<file path="src/rtl/seg7_scan_mux.sv">
`default_nettype none
// +--------------------------------------------------------------------------+
// | seg7_scan_mux : 8-digit common-anode scan driver with blink and DP masks.   |
// | Optional macro SEG7_GHOST_BLANK_EN blanks each slot for BLANK_CYCLES.      |
// | Revision 1.0                                                              |
// +--------------------------------------------------------------------------+
module seg7_scan_mux #(
   parameter int REFRESH_DIV  = 100000,
   parameter int BLINK_FRAMES = 62,
   parameter int BLANK_CYCLES = 200
) (
   input  logic        clk_100MHz,
   input  logic        reset,
   input  logic        enable,
   input  logic [55:0] seg7_in,
   input  logic [7:0]  blink_mask,
   input  logic [7:0]  dp_mask,
   output logic [7:0]  an,
   output logic [6:0]  seg,
   output logic        dp,
   output logic        frame_start
);

   localparam int SW = $clog2(REFRESH_DIV);
   localparam int FW = (BLINK_FRAMES > 1) ? $clog2(BLINK_FRAMES) : 1;
   localparam logic [SW-1:0] c_SLOT_LAST  = SW'(REFRESH_DIV - 1);
   localparam logic [FW-1:0] c_FRAME_LAST = FW'(BLINK_FRAMES - 1);
   localparam logic [SW-1:0] c_BLANK      = SW'(BLANK_CYCLES);
`ifdef SEG7_GHOST_BLANK_EN
   localparam logic c_GHOST_EN = 1'b1;
`else
   localparam logic c_GHOST_EN = 1'b0;
`endif

   logic [SW-1:0] slot_q, slot_d;
   logic [2:0]    idx_q, idx_d;
   logic [FW-1:0] frame_q, frame_d;
   logic          blink_q, blink_d;
   logic          wrap_q, wrap_d;
   logic [7:0]    an_q, an_d;
   logic [6:0]    seg_q, seg_d;
   logic          dp_q, dp_d;
   logic          fs_q, fs_d;

   logic          slot_wrap;
   logic          idx_wrap;
   logic          frame_wrap;
   logic          hide;
   logic          drive;
   logic [6:0]    cur_seg;

   always_comb begin
      slot_wrap  = (slot_q == c_SLOT_LAST);
      idx_wrap   = slot_wrap && (idx_q == 3'd7);
      frame_wrap = idx_wrap && (frame_q == c_FRAME_LAST);

      slot_d  = slot_wrap ? '0 : slot_q + SW'(1);
      idx_d   = slot_wrap ? idx_q + 3'd1 : idx_q;
      frame_d = frame_q;
      if (idx_wrap) begin
         frame_d = frame_wrap ? '0 : frame_q + FW'(1);
      end
      blink_d = blink_q ^ frame_wrap;

      // Wrap is delayed one stage so the pulse lines up with digit 0 on the outputs.
      wrap_d = idx_wrap;
      fs_d   = wrap_q;

      cur_seg = seg7_in[7*int'(idx_q) +: 7];
      hide    = blink_q && blink_mask[idx_q];
      drive   = enable && !(c_GHOST_EN && (slot_q < c_BLANK));

      an_d  = drive ? ~(8'd1 << idx_q) : 8'hFF;
      seg_d = (drive && !hide) ? cur_seg : 7'h7F;
      dp_d  = ~(drive && dp_mask[idx_q] && !hide);
   end

   always_ff @(posedge clk_100MHz) begin
      if (reset) begin
         slot_q  <= '0;
         idx_q   <= 3'd0;
         frame_q <= '0;
         blink_q <= 1'b0;
         wrap_q  <= 1'b0;
         an_q    <= 8'hFF;
         seg_q   <= 7'h7F;
         dp_q    <= 1'b1;
         fs_q    <= 1'b0;
      end else begin
         slot_q  <= slot_d;
         idx_q   <= idx_d;
         frame_q <= frame_d;
         blink_q <= blink_d;
         wrap_q  <= wrap_d;
         an_q    <= an_d;
         seg_q   <= seg_d;
         dp_q    <= dp_d;
         fs_q    <= fs_d;
      end
   end

   assign an          = an_q;
   assign seg         = seg_q;
   assign dp          = dp_q;
   assign frame_start = fs_q;

endmodule
`default_nettype wire

</file>
<file path="config.mk">
export PLATFORM = sky130hd
export DESIGN_NAME = seg7_scan_mux
export DESIGN_NICKNAME = d
export VERILOG_FILES = /design/src/rtl/seg7_scan_mux.sv
export SDC_FILE = /design/constraint.sdc
export NUM_CORES = 1
export LEC_CHECK = 0
export ABC_AREA = 1
export CAP_MARGIN = 15
export CORE_MARGIN = 2
export CORE_UTILIZATION = 30
export DETAILED_ROUTE_END_ITERATION = 10
export PLACE_DENSITY = 0.55
export SLEW_MARGIN = 10
export SYNTH_ARGS = -nofsm -noshare
export SYNTH_HDL_FRONTEND = slang
export SYNTH_SLANG_ARGS = --single-unit
</file>
<file path="constraint.sdc">
create_clock -name clk_100MHz -period 1.37 [get_ports clk_100MHz]
set_input_delay 0.2055 -clock clk_100MHz [delete_from_list [all_inputs] [get_ports clk_100MHz]]
set_output_delay 0.2055 -clock clk_100MHz [all_outputs]
set_load 0.02 [all_outputs]
</file>
==> Yosys cells after proc, flatten, opt, wreduce, memory -nomap -nowiden <==
Cells that the tools add are included.
{ "classes": {"add_sub_neg": 3, "mul": 1, "n_lt_le_gt_ge": 1, "eq_ne": 3, "shifts": 2, "n_mux": 5, "bitwise": 5, "n_reduce_logical": 10} }
{ "ops": {"columns": ["operator", "count"], "rows": [
  ["$shiftx 56x7->7", 1],
  ["$add 17x1->17 const B", 1],
  ["$eq 17x17->1 const B", 1],
  ["$not 8->8", 1],
  ["$shl 1x3->8 const A", 1],
  ["$add 6x1->6 const B", 1],
  ["$bmux 1 s3", 2],
  ["$eq 6x6->1 const B", 1],
  ["$logic_and 1x1->1", 6],
  ["$mul 3x3->6 const A", 1],
  ["$mux 6", 1],
  ["$reduce_or 2->1", 3],
  ["$lt 3x4->1 const B", 1],
  ["$add 3x1->3 const B", 1],
  ["$eq 3x3->1 const B", 1],
  ["$not 1->1", 3],
  ["$mux 1", 2],
  ["$logic_not 1->1", 1],
  ["$xor 1x1->1", 1]
]} }
{ "word_totals": {"reg_bits": 45, "inputBits": 75, "output_inout_bits": 17, "elab_cells": 39} }

==> Depth between registers and ports, before layout <==
{ "depth": {"word_depth": 7, "ltp_mapped": 10, "depth_no_buf": 10} }

==> Worst setup path after synthesis <==
OpenSTA, ideal clock, no wires.
{ "synth_path": {"path_type": "register -> register", "startpoint": "register slot_q[0]", "endpoint": "register slot_q[8]", "setup_time_ns": 0.119, "arrival_time_ns": 1.288, "t_required_ns": 1.251, "setup_slack_ns": -0.038, "stages_incl_launch_ff": 10, "n_path_buf": 1, "synth_period_minus_slack_ns": 1.408, "cell_sequence": "dfxtp_1 ha_1 nand3_1 inv_2 nand2_2 nor2_4 nand2_4 nand2_4 clkbuf_8 nor3_1"} }
{ "synth_via": {"elab_chain_cells": 2, "elab_cells_between_ends": 3, "cone_classes": "add/sub: 1; eq/ne: 1; reduce/logical: 1"} }
{ "synth_lines": {"columns": ["item", "line_no", "text"], "rows": [
  ["from (decl)", "35", "logic [SW-1:0] slot_q, slot_d;"],
  ["from (signal assigned)", "90", "slot_q <= slot_d;"],
  ["parallel branches: the longest is 2 deep, another holds $add 17x1->17", null, null]
]} }
Parallel ways; which one is timed is not known.
A chain may end at the register's enable or synchronous reset.

==> Worst setup path after layout <==
{ "layout_path": {"startpoint": "register slot_q[1]", "endpoint": "register frame_q[3]"} }
{ "layout_via": {"elab_chain_cells": 4} }
{ "layout_lines": {"columns": ["item", "line_no", "text"], "rows": [
  ["$eq 17x17->1 (*)", "53", "slot_wrap = (slot_q == c_SLOT_LAST);"],
  ["$logic_and 1x1->1 (*)", "54", "idx_wrap = slot_wrap && (idx_q == 3'd7);"],
  ["$logic_and 1x1->1", "55", "frame_wrap = idx_wrap && (frame_q == c_FRAME_LAST);"],
  ["$mux 6", "61", "frame_d = frame_wrap ? '0 : frame_q + FW'(1);"],
  ["to (signal assigned)", "92", "frame_q <= frame_d;"],
  ["to (decl)", "37", "logic [FW-1:0] frame_q, frame_d;"]
]} }
Mark *: on every way between the ends. The rest lies on a longest branch, timed or not.

==> flow_metrics.tcl <==
set metrics [dict create \
    antenna_left 0 \
    ys_warn_count 0 \
    final_nets 592 \
    synthFlopType "dfxtp_1" \
    hold_slack_ns 0.409 \
    synth.largest_area_cell "dfxtp_1" \
    worstReg2RegEnd "frame_q[3]$_SDFFE_PP0P_" \
    met1_usage_pct 22.4 \
    finalWirelength_um 8190 \
    timing.final.ws_setup_ns -0.0498 \
    cts_max_level 2 \
    vias_per_cell 4.74 \
    skew_ns 0.00605 \
    cts.sinks 45 \
    die_y_um 96.7 \
    critPathTopFamily "simple AND/OR/NAND/NOR gates" \
    cp-startpoint "slot_q[1]$_SDFF_PP0_" \
    hold_depth 2 \
    drv_cap 0 \
    rsz0062_at_grt "true" \
    worstSkewPairLatency_ns 0.29 \
    use_met3_pct 3.03 \
    start_util_pct 31.2 \
    syn_to_final_growth_pct 64.0 \
    ys_ff_latch 45 \
    fill_cells 832 \
    crit_type "register to register" \
    end_kind "register" \
    place_congestion 0.860 \
    relSlewSlack_pct 74.9 \
    grt_antenna_before_repair 0 \
    rr_worst_depth 8 \
    path_clk_slew_ns 0.08 \
    setup-violations-final 10 \
    die_w_um 96.7 \
    drive_above_1_share_pct 24.4 \
    status "finished with violations" \
    worst-path-buf-inv 1 \
    met2_usage_pct 30.1 \
    min_from "fs_d$_SDFF_PP0_" \
    irDropWorstVdd_uv 354 \
    port_buffers 91 \
    cp_slowest_stage_delay_ns 0.37 \
    p_leak_nw 1.65 \
    worstPathMaxFanout 6 \
    grt_pass1_vias 2884 \
    layout_commonest_cell "clkdlybuf4s50_1" \
    synth_edf_count 0 \
    worstMarginPinSlew_ns 0.374 \
    grt.total_usage_pct 17.4 \
    worstSetupStartpointType "register" \
    rows 33 \
    overflow 0 \
    cts_buffers 5 \
    gr-max-usage-layer "met2" \
    hold_class "register to register" \
    synthArstFlopShare_pct 0 \
    worstPathArrival_ns 1.61 \
    cts_buffer_depth 2 \
    antenna_cells 0 \
    grt_start_max_net_pins 31 \
    hold_buffers 0 \
    slew_viol_final 0 \
    synthesis.instances 373 \
    path_cells "ha_4 -> nand3_4 -> inv_4 -> nand3_4 -> nor2_4 -> nand3_4 -> nand2_4 -> nor2_1" \
    period_minus_slack_ns 1.42 \
    grt_pass1_wl_um 13600 \
    hold-path-endpoint "frame_start$_SDFF_PP0_" \
    synth_cell_types 30 \
    r2r-start "slot_q[1]$_SDFF_PP0_" \
    final_util_pct 51.2 \
    cp_slowest_cell "dfxtp_2" \
    synth_nets 457 \
    total_power_w 0.00252 \
    vias 2911 \
    reg2reg_slack_ns -0.05 \
    syn_area_um2 2580 \
    drc_errors 0 \
    seq_area_frac_synth_pct 34.9 \
    hold_violations 0 \
    die-area_um2 9360 \
    cts_tree "yes" \
    failed_checks "setup timing" \
    required_ns 1.56 \
    drt_iter0_drc 84 \
    clock.fmax_ghz 0.704 \
    synth_top_area_share_pct 34.9 \
    synth_area_leaders "dfxtp_1 (35%), nor2_1 (10%), nand2_1 (8.9%), o21ai_0 (8.7%), ha_1 (4.4%)" \
    timing.final.crit_share_pct 104 \
    setup_tns_ns -0.294 \
    cts_root_buffer "clkbuf_8" \
    path_common_cell "nand3_4" \
    routedWlPerCell_um 13.3 \
    hpwl_um 6190 \
    final_cell_mix "clkdlybuf4s50_1 (74), nor2_1 (60), nand2_1 (55)" \
    core_area_um2 8260 \
    p_per_area_nw_per_um2 596 \
    ioPinCount 92 \
    avgSynthCellArea_um2 6.92 \
    first_pass_iters 6 \
]
flip-flops by register name, indices dropped and copies added, names as in the netlist:
register / count
an: 8
frame_q: 6
blink_q: 1
fs_d: 1
seg: 7
frame_start: 1
slot_q: 17
idx_q: 3
dp: 1
routing by layer:
| metal | up-vias | part of all wire [%] |
|---|---|---|
| met5 | - | 0 |
| met1 | 1338 | 46 |
| li1 | 1499 | - |
| met4 | 0 | 1.7 |
| met3 | 14 | 3.0 |
| met2 | 60 | 49 |
worst register-to-register path, cell delays in order (launching register included):
cell	delay, ns
dfxtp_2	0.37
ha_4	0.17
nand3_4	0.09
inv_4	0.08
nand3_4	0.08
nor2_4	0.22
nand3_4	0.13
nand2_4	0.13
nor2_1	0.06
where the power goes:
group | internal [W] | switching, W
clock network | 0.000362 | 0.000446
logic | 0.000259 | 0.000119
registers | 0.00132 | 0.0000133
cell families after synthesis:
family / after synthesis / share of synthesized area, %
compound gates: 75 / 15.7
xor+xnor: 5 / 1.70
fa+ha+maj: 9 / 4.36
buf+inv: 49 / 7.90
flops: 45 / 34.9
simple gates: 190 / 35.4
how the worst max path moves through the flow:
stage,end,depth (start not counted)
after global placement,seg[6]$_SDFF_PP1_,7
after floorplan,slot_q[8]$_SDFF_PP0_,9
final,frame_q[3]$_SDFFE_PP0P_,8
after detailed placement,seg[5]$_SDFF_PP1_,7
after CTS,idx_q[0]$_SDFFE_PP0P_,8
after global routing,idx_q[0]$_SDFFE_PP0P_,8
layout make-up:
| type | instances | area, um2 | area share (%) |
|---|---|---|---|
| Inverter | 34 | 133 | 3.13 |
| Clock inverter | 1 | 7.51 | 0.177 |
| Sequential cell | 45 | 913 | 21.6 |
| Tap cell | 105 | 131 | 3.10 |
| Clock buffer | 7 | 76.3 | 1.80 |
| Timing Repair Buffer | 143 | 1330 | 31.5 |
| Multi-Input combinational cell | 279 | 1640 | 38.7 |
metrics by stage:
step,setup slack [ns],std cells,area (um2)
2_1_floorplan,0.0216,373,2600
3_3_place_gp,-0.0709,596,3890
3_5_place_dp,-0.101,596,3890
4_1_cts,-0.0348,611,4110
5_1_grt,-0.149,614,4230
6_report,-0.0498,614,4230
synth_stat cells (3+ instances only):
cell	instances
nand3_1	20
dfxtp_1	45
nand4_1	8
o21ai_0	45
nand2_1	61
xor2_1	5
inv_1	30
buf_2	8
nand2_2	5
nor2_1	69
nor2_4	4
o22ai_1	14
nor3_1	4
nand3_2	3
ha_1	9
nand3b_1	5
inv_2	4
clkbuf_1	6
nor3b_1	3
a21oi_1	11
what timing repair did:
action	CTS	global route
pin swaps	17	18
gates resized for setup	46	39
endpoints found under the setup margin	39	36
gates cloned	0	1
buffers inserted	7	2
(Power assumes the default switching activity.)
